## src/rtl/pc_fetch_ctrl_pkg.sv

```systemverilog
// Shared types and constants for the program-counter / fetch controller.
// Latency: n/a (type definitions only).
// Backpressure: n/a.
package pc_fetch_ctrl_pkg;

  // Next-PC selection class for the instruction in EXEC.
  typedef enum logic [1:0] {
    NEXT   = 2'd0,
    BRANCH = 2'd1,
    JAL    = 2'd2,
    JALR   = 2'd3
  } pc_mode_t;

  // Fetch/execute sequencing states.
  typedef enum logic [1:0] {
    FETCH = 2'd0,
    EXEC  = 2'd1,
    TRAP  = 2'd2
  } pc_state_t;

  // Byte distance to the next sequential RV32I instruction.
  localparam int unsigned PC_STEP = 4;

endpackage

```

## src/rtl/pc_fetch_ctrl_target_calc.sv

```systemverilog
// Next-PC target computation for one instruction, plus alignment check.
// Latency: purely combinational.
// Backpressure: none; the caller decides when the target is committed.
module pc_fetch_ctrl_target_calc
  import pc_fetch_ctrl_pkg::*;
#(
  parameter int XLEN       = 32,
  parameter int ALIGN_BITS = 2
) (
  input  pc_mode_t          i_mode,
  input  logic              i_alu_out,
  input  logic [XLEN-1:0]   i_pc,
  input  logic [XLEN-1:0]   i_imm,
  input  logic [XLEN-1:0]   i_rs1,
  output logic [XLEN-1:0]   o_target,
  output logic              o_target_misaligned
);

  logic [XLEN-1:0] w_seq;
  logic [XLEN-1:0] w_rel;
  logic [XLEN-1:0] w_jalr_sum;
  logic [XLEN-1:0] w_jalr;

  // All sums wrap modulo 2^XLEN; JALR clears bit 0 of its sum.
  assign w_seq      = i_pc + XLEN'(PC_STEP);
  assign w_rel      = i_pc + i_imm;
  assign w_jalr_sum = i_rs1 + i_imm;
  assign w_jalr     = w_jalr_sum & {{(XLEN-1){1'b1}}, 1'b0};

  // Select target by instruction class; ALU_out matters only for branches.
  always_comb begin
    o_target = w_seq;
    case (i_mode)
      NEXT:    o_target = w_seq;
      BRANCH:  o_target = i_alu_out ? w_rel : w_seq;
      JAL:     o_target = w_rel;
      JALR:    o_target = w_jalr;
      default: o_target = w_seq;
    endcase
  end

  assign o_target_misaligned = |o_target[ALIGN_BITS-1:0];

endmodule

```

## src/rtl/pc_fetch_ctrl.sv

```systemverilog
// RV32I PC unit: FETCH/EXEC/TRAP sequencer, PC register and retired counter.
// Latency: new PC visible one cycle after a non-stalled EXEC; outputs are registered.
// Backpressure: i_instr_ack gates FETCH->EXEC, i_disable freezes EXEC, i_trap_clr releases TRAP.
module pc_fetch_ctrl
  import pc_fetch_ctrl_pkg::*;
#(
  parameter int               XLEN       = 32,
  parameter logic [XLEN-1:0]  RESET_VEC  = 32'h0,
  parameter logic [XLEN-1:0]  TRAP_VEC   = 32'h100,
  parameter int               ALIGN_BITS = 2,
  parameter int               CNT_W      = 32
) (
  input  logic              i_clk,
  input  logic              i_clr,
  input  logic              i_disable,
  input  logic              i_instr_ack,
  input  pc_mode_t          i_mode,
  input  logic              i_alu_out,
  input  logic [XLEN-1:0]   i_imm_val,
  input  logic [XLEN-1:0]   i_rs1_val,
  input  logic              i_trap_clr,
  output logic [XLEN-1:0]   o_pc_val,
  output logic [XLEN-1:0]   o_link_val,
  output logic              o_fetch_req,
  output logic              o_misalign,
  output logic [CNT_W-1:0]  o_instret
);

  pc_state_t         r_state;
  pc_state_t         w_state_nxt;
  logic [XLEN-1:0]   r_pc;
  logic [XLEN-1:0]   w_pc_nxt;
  logic [CNT_W-1:0]  r_instret;
  logic [CNT_W-1:0]  w_instret_nxt;
  logic [XLEN-1:0]   w_target;
  logic              w_target_mis;

  pc_fetch_ctrl_target_calc #(
    .XLEN       (XLEN),
    .ALIGN_BITS (ALIGN_BITS)
  ) u_target_calc (
    .i_mode              (i_mode),
    .i_alu_out           (i_alu_out),
    .i_pc                (r_pc),
    .i_imm               (i_imm_val),
    .i_rs1               (i_rs1_val),
    .o_target            (w_target),
    .o_target_misaligned (w_target_mis)
  );

  // State, PC and retire counter; clr wins over everything, including a live handshake.
  always_ff @(posedge i_clk) begin
    if (i_clr) begin
      r_state   <= FETCH;
      r_pc      <= RESET_VEC;
      r_instret <= '0;
    end else begin
      r_state   <= w_state_nxt;
      r_pc      <= w_pc_nxt;
      r_instret <= w_instret_nxt;
    end
  end

  // Next state: a misaligned target parks the faulting PC in TRAP without retiring.
  always_comb begin
    w_state_nxt   = r_state;
    w_pc_nxt      = r_pc;
    w_instret_nxt = r_instret;
    case (r_state)
      FETCH: begin
        if (i_instr_ack) w_state_nxt = EXEC;
      end
      EXEC: begin
        if (!i_disable) begin
          if (w_target_mis) begin
            w_state_nxt = TRAP;
          end else begin
            w_pc_nxt      = w_target;
            w_instret_nxt = r_instret + CNT_W'(1);
            w_state_nxt   = FETCH;
          end
        end
      end
      TRAP: begin
        if (i_trap_clr) begin
          w_pc_nxt    = TRAP_VEC;
          w_state_nxt = FETCH;
        end
      end
      default: w_state_nxt = FETCH;
    endcase
  end

  assign o_pc_val    = r_pc;
  assign o_link_val  = r_pc + XLEN'(PC_STEP);
  assign o_fetch_req = (r_state == FETCH);
  assign o_misalign  = (r_state == TRAP);
  assign o_instret   = r_instret;

endmodule
```

## config.mk

```make
export PLATFORM = sky130hd
export DESIGN_NAME = pc_fetch_ctrl
export DESIGN_NICKNAME = d
export VERILOG_FILES = /design/src/rtl/pc_fetch_ctrl_pkg.sv /design/src/rtl/pc_fetch_ctrl_target_calc.sv /design/src/rtl/pc_fetch_ctrl.sv
export SDC_FILE = /design/constraint.sdc
export NUM_CORES = 1
export LEC_CHECK = 0
export CAP_MARGIN = 10
export CORE_MARGIN = 2
export CORE_UTILIZATION = 39
export DETAILED_ROUTE_END_ITERATION = 8
export MAX_ROUTING_LAYER = met4
export PLACE_DENSITY = 0.78
export SYNTH_ARGS = -nofsm -noshare
export SYNTH_HDL_FRONTEND = slang
export SYNTH_SLANG_ARGS = --single-unit
```

## constraint.sdc

```tcl
create_clock -name i_clk -period 4.25 [get_ports i_clk]
set_input_delay 0.6375 -clock i_clk [delete_from_list [all_inputs] [get_ports i_clk]]
set_output_delay 0.6375 -clock i_clk [all_outputs]
set_load 0.02 [all_outputs]
```

==> flow_summary_export.csv <==
group,metric,value,unit
cts,insertion_delay,350,ps
global_routing,grt_pass1_wl,36.2,mm
finish,final_nets,1213,
run,drv_cap,0,
route,drt-initial-drc-count,483,
place,dp_hpwl,18.0,mm
synthesis,syn_inst,907,
synthesis,synth_cell_types,70,
critical_path,critical_path_arrival,3330,ps
route,wl_per_cell,17.8,um
status,run_status,"finished clean",
critical_path,crit_type,"reg -> out",
global_routing,gr-total-overflow,0,
sta,finalHoldViolations,0,
critical_path,crit_family,"simple AND/OR/NAND/NOR gates",
sta,setup_tns,0,ps
cts,cts_tree,"yes",
synthesis,synth_area,0.00676,mm^2
route,wirelength,23.3,mm
critical_path,cp_common_cell,"and3_1",
cts,path_clk_slew,60,ps
sta,min_period,3960,ps
floorplanning,core_area,0.0171,mm^2
worst_hold_path,min_path_type,"reg -> reg",
global_routing,grt_pass1_vias,7326,
global_routing,grt_use_total,25.4,%
critical_path,path_buf_inv,1,
cts,ctsResizeCount,0,
floorplanning,die_h,136,um
route,route.detailed.drc,0,
synthesis,yosys_warnings,0,
sta,tightest_slew,790,ps
finish,area_growth,33.9,%
synthesis,synth_edf_count,0,
critical_path,end_kind,"primary output",
cts,cts_sinks,66,
power_and_ir_drop,p_leak,0.00362,uW
route,vias_per_cell,5.81,
place,io_buffers,169,
sta,min_period_over_period,93.3,%
finish,multi_input_area,0.00522,mm^2
power_and_ir_drop,p_per_area,230,mW/mm^2
route,first_pass_iters,8,
cts,postCtsSetupRepairBufs,0,
sta,setup_viol,0,
sta,rsz0062_at_grt,"false",
floorplanning,die_x,136,um
route,num_vias,7590,
sta,slew_headroom,47.4,%
critical_path,crit_path_top_delay_cell,"clkdlybuf4s50_1",
cts,postCtsHoldBufs,0,
synthesis,syn-num-nets,1044,
floorplanning,die-area,0.0184,mm^2
sta,finClkSkew,8.85,ps
cts,clock_path_buffers,2,
cts,cts_root_buf,"clkbuf_16",
finish,n_antenna_cell,0,
synthesis,synth_ff_type,"dfxtp_1",
sta,clock.fmax,0.252,GHz
cts,cts_buffers,9,
critical_path,path_cells,"and4_1 > and3_1 > nand2b_1 > nor3_1 > and3_1 > xor2_1 > clkdlybuf4s50_1",
place,place_congestion,0.981,
power_and_ir_drop,vdd_drop_max,0.000264,V
finish,ff_latch_area,0.00132,mm^2
global_routing,antenna_found_initial,0,
synthesis,ys_seq_area_share,19.5,%
floorplanning,row_count,48,
finish,nFillCells,1695,
route,antenna_left,0,
critical_path,crit_fanout,8,
power_and_ir_drop,finalPower,2080,uW
cts,h-tree-depth,3,
global_routing,grt_start_max_net_pins,47,
critical_path,crit_required,3610,ps
sta,maxSlewViolCount,0,
floorplanning,initial_core_util,39.5,%
critical_path,cp-start-kind,"flop",
critical_path,cp_slowest_stage_delay,650,ps
finish,drive_gt1_share,4.90,%
floorplanning,io_pins,170,
synthesis,syn_area_per_cell,7.46,um^2
synthesis,synth.ff_latch_count,66,
synthesis,async_flop_share,0,%
[sequential cells by signal (all words and copies together) (netlist names)]
register,cells
o_instret,32
o_pc_val,32
r_state,2
[through the flow]
step	setup slack [ps]	instances	util, %	instance area [um^2]	hold slack (ps)
2_1_floorplan	1050	907	-	6760	441
3_3_place_gp	422	1290	51.2	8760	477
3_5_place_dp	315	1290	51.2	8760	488
4_1_cts	248	1306	52.9	9060	495
5_1_grt	121	1306	52.9	9060	526
6_report	287	1306	52.9	9060	487
[layer usage]
metal  global-route usage, %  part of all wire [%]  vias to the layer above
li1                        -                     -                     3685
met1                    32.0                    44                     3492
met2                    40.5                    46                      351
met3                    2.92                   6.8                       62
met4                    12.0                   3.5                        0
met5                       -                     0                        -
[power breakdown]
part | leakage (uW) | total, uW | internal [uW] | switching, uW
Combinational | 0.00295 | 657 | 294 | 363
Sequential | 0.000533 | 647 | 629 | 18.2
Clock | 0.000142 | 776 | 458 | 318
[cells in the final DEF, fill, tap and decap left out, types with 5 or more instances in the layout]
| master | instances |
|---|---|
| clkdlybuf4s50_1 | 168 |
| nand2_1 | 98 |
| nor2_1 | 92 |
| a21oi_1 | 84 |
| dfxtp_1 | 66 |
| ha_1 | 63 |
| xnor2_1 | 58 |
| o21ai_0 | 53 |
| xor2_1 | 39 |
| nand3_1 | 34 |
| inv_1 | 25 |
| nor3_1 | 23 |
| a21o_1 | 22 |
| and3_1 | 21 |
| buf_4 | 21 |
| nand4_1 | 15 |
| or3_1 | 14 |
| a222oi_1 | 10 |
| clkbuf_16 | 9 |
| nor2b_1 | 8 |
| and2_1 | 8 |
| a22oi_1 | 8 |
| nand2b_1 | 7 |
| o31ai_1 | 7 |
| o21bai_1 | 7 |
| o21a_1 | 7 |
| a31oi_1 | 7 |
| o211ai_1 | 6 |
| a22o_1 | 6 |
| and4_1 | 5 |
| mux2_2 | 5 |
| a211oi_1 | 5 |
| mux2i_1 | 5 |
[logic make-up after synthesis]
| logic type | after synthesis | synth area share [%] |
|---|---|---|
| buffers and inverters | 57 | 3.40 |
| XOR/XNOR | 97 | 12.6 |
| AND/OR/NAND/NOR | 338 | 23.8 |
| adder cells (fa/ha/maj) | 65 | 12.2 |
| flip-flops | 66 | 19.5 |
| multiplexers | 11 | 1.78 |
| AO/OA/AOI/OAI | 273 | 26.6 |
[final timing paths]
path,cells past startpoint,start,to,slack [ps]
max,7,o_pc_val[4],o_link_val[31],290
min,1,r_state[1],r_state[0],490
min reg2reg,1,r_state[1],r_state[0],490
max reg2reg,11,o_pc_val[2],o_pc_val[26],1020
[cell type report]
cell class	count	area share (%)
sequential	66	14.6
clock inverter	7	0.843
inverter	25	1.04
clock buffer	9	2.49
multi-input combinational	784	57.6
tap	225	3.11
timing repair buffer	190	20.4
[worst reg2reg max path: cells and delay by family, from the launching register on]
| kind | cells | cell delay [ps] |
|---|---|---|
| and+or+nand+nor | 4 | 850 |
| adders and majority gates | 1 | 340 |
| DFF | 1 | 290 |
| buffers and inverters | 1 | 160 |
| AOI/OAI and AO/OA | 5 | 1500 |
[Yosys cell counts, drive strengths merged (3+ instances only)]
master | number | share of area [%]
a211o | 3 | 0.39
a211oi | 6 | 0.74
a21boi | 3 | 0.33
a21o | 22 | 2.4
a21oi | 85 | 6.3
a221oi | 6 | 0.96
a222oi | 10 | 1.5
a22o | 6 | 0.78
a22oi | 8 | 0.89
a311oi | 4 | 0.52
a31oi | 7 | 0.65
a41o | 3 | 0.44
a41oi | 4 | 0.52
and2 | 8 | 0.74
and3 | 21 | 1.9
and4 | 5 | 0.65
buf | 7 | 0.63
clkbuf | 25 | 1.4
dfxtp | 66 | 20
ha | 63 | 12
inv | 25 | 1.4
mux2 | 5 | 0.83
mux2i | 6 | 0.94
nand2 | 98 | 5.4
nand2b | 7 | 0.65
nand3 | 34 | 2.5
nand4 | 16 | 1.7
nor2 | 92 | 5.1
nor2b | 8 | 0.74
nor3 | 23 | 1.7
nor4 | 4 | 0.37
o211ai | 6 | 0.67
o21a | 7 | 0.78
o21ai | 54 | 4.0
o21bai | 7 | 0.78
o22ai | 4 | 0.37
o31a | 4 | 0.52
o31ai | 7 | 0.78
or3 | 14 | 1.3
xnor2 | 58 | 7.5
xor2 | 39 | 5.1
(Power assumes the default switching activity.)
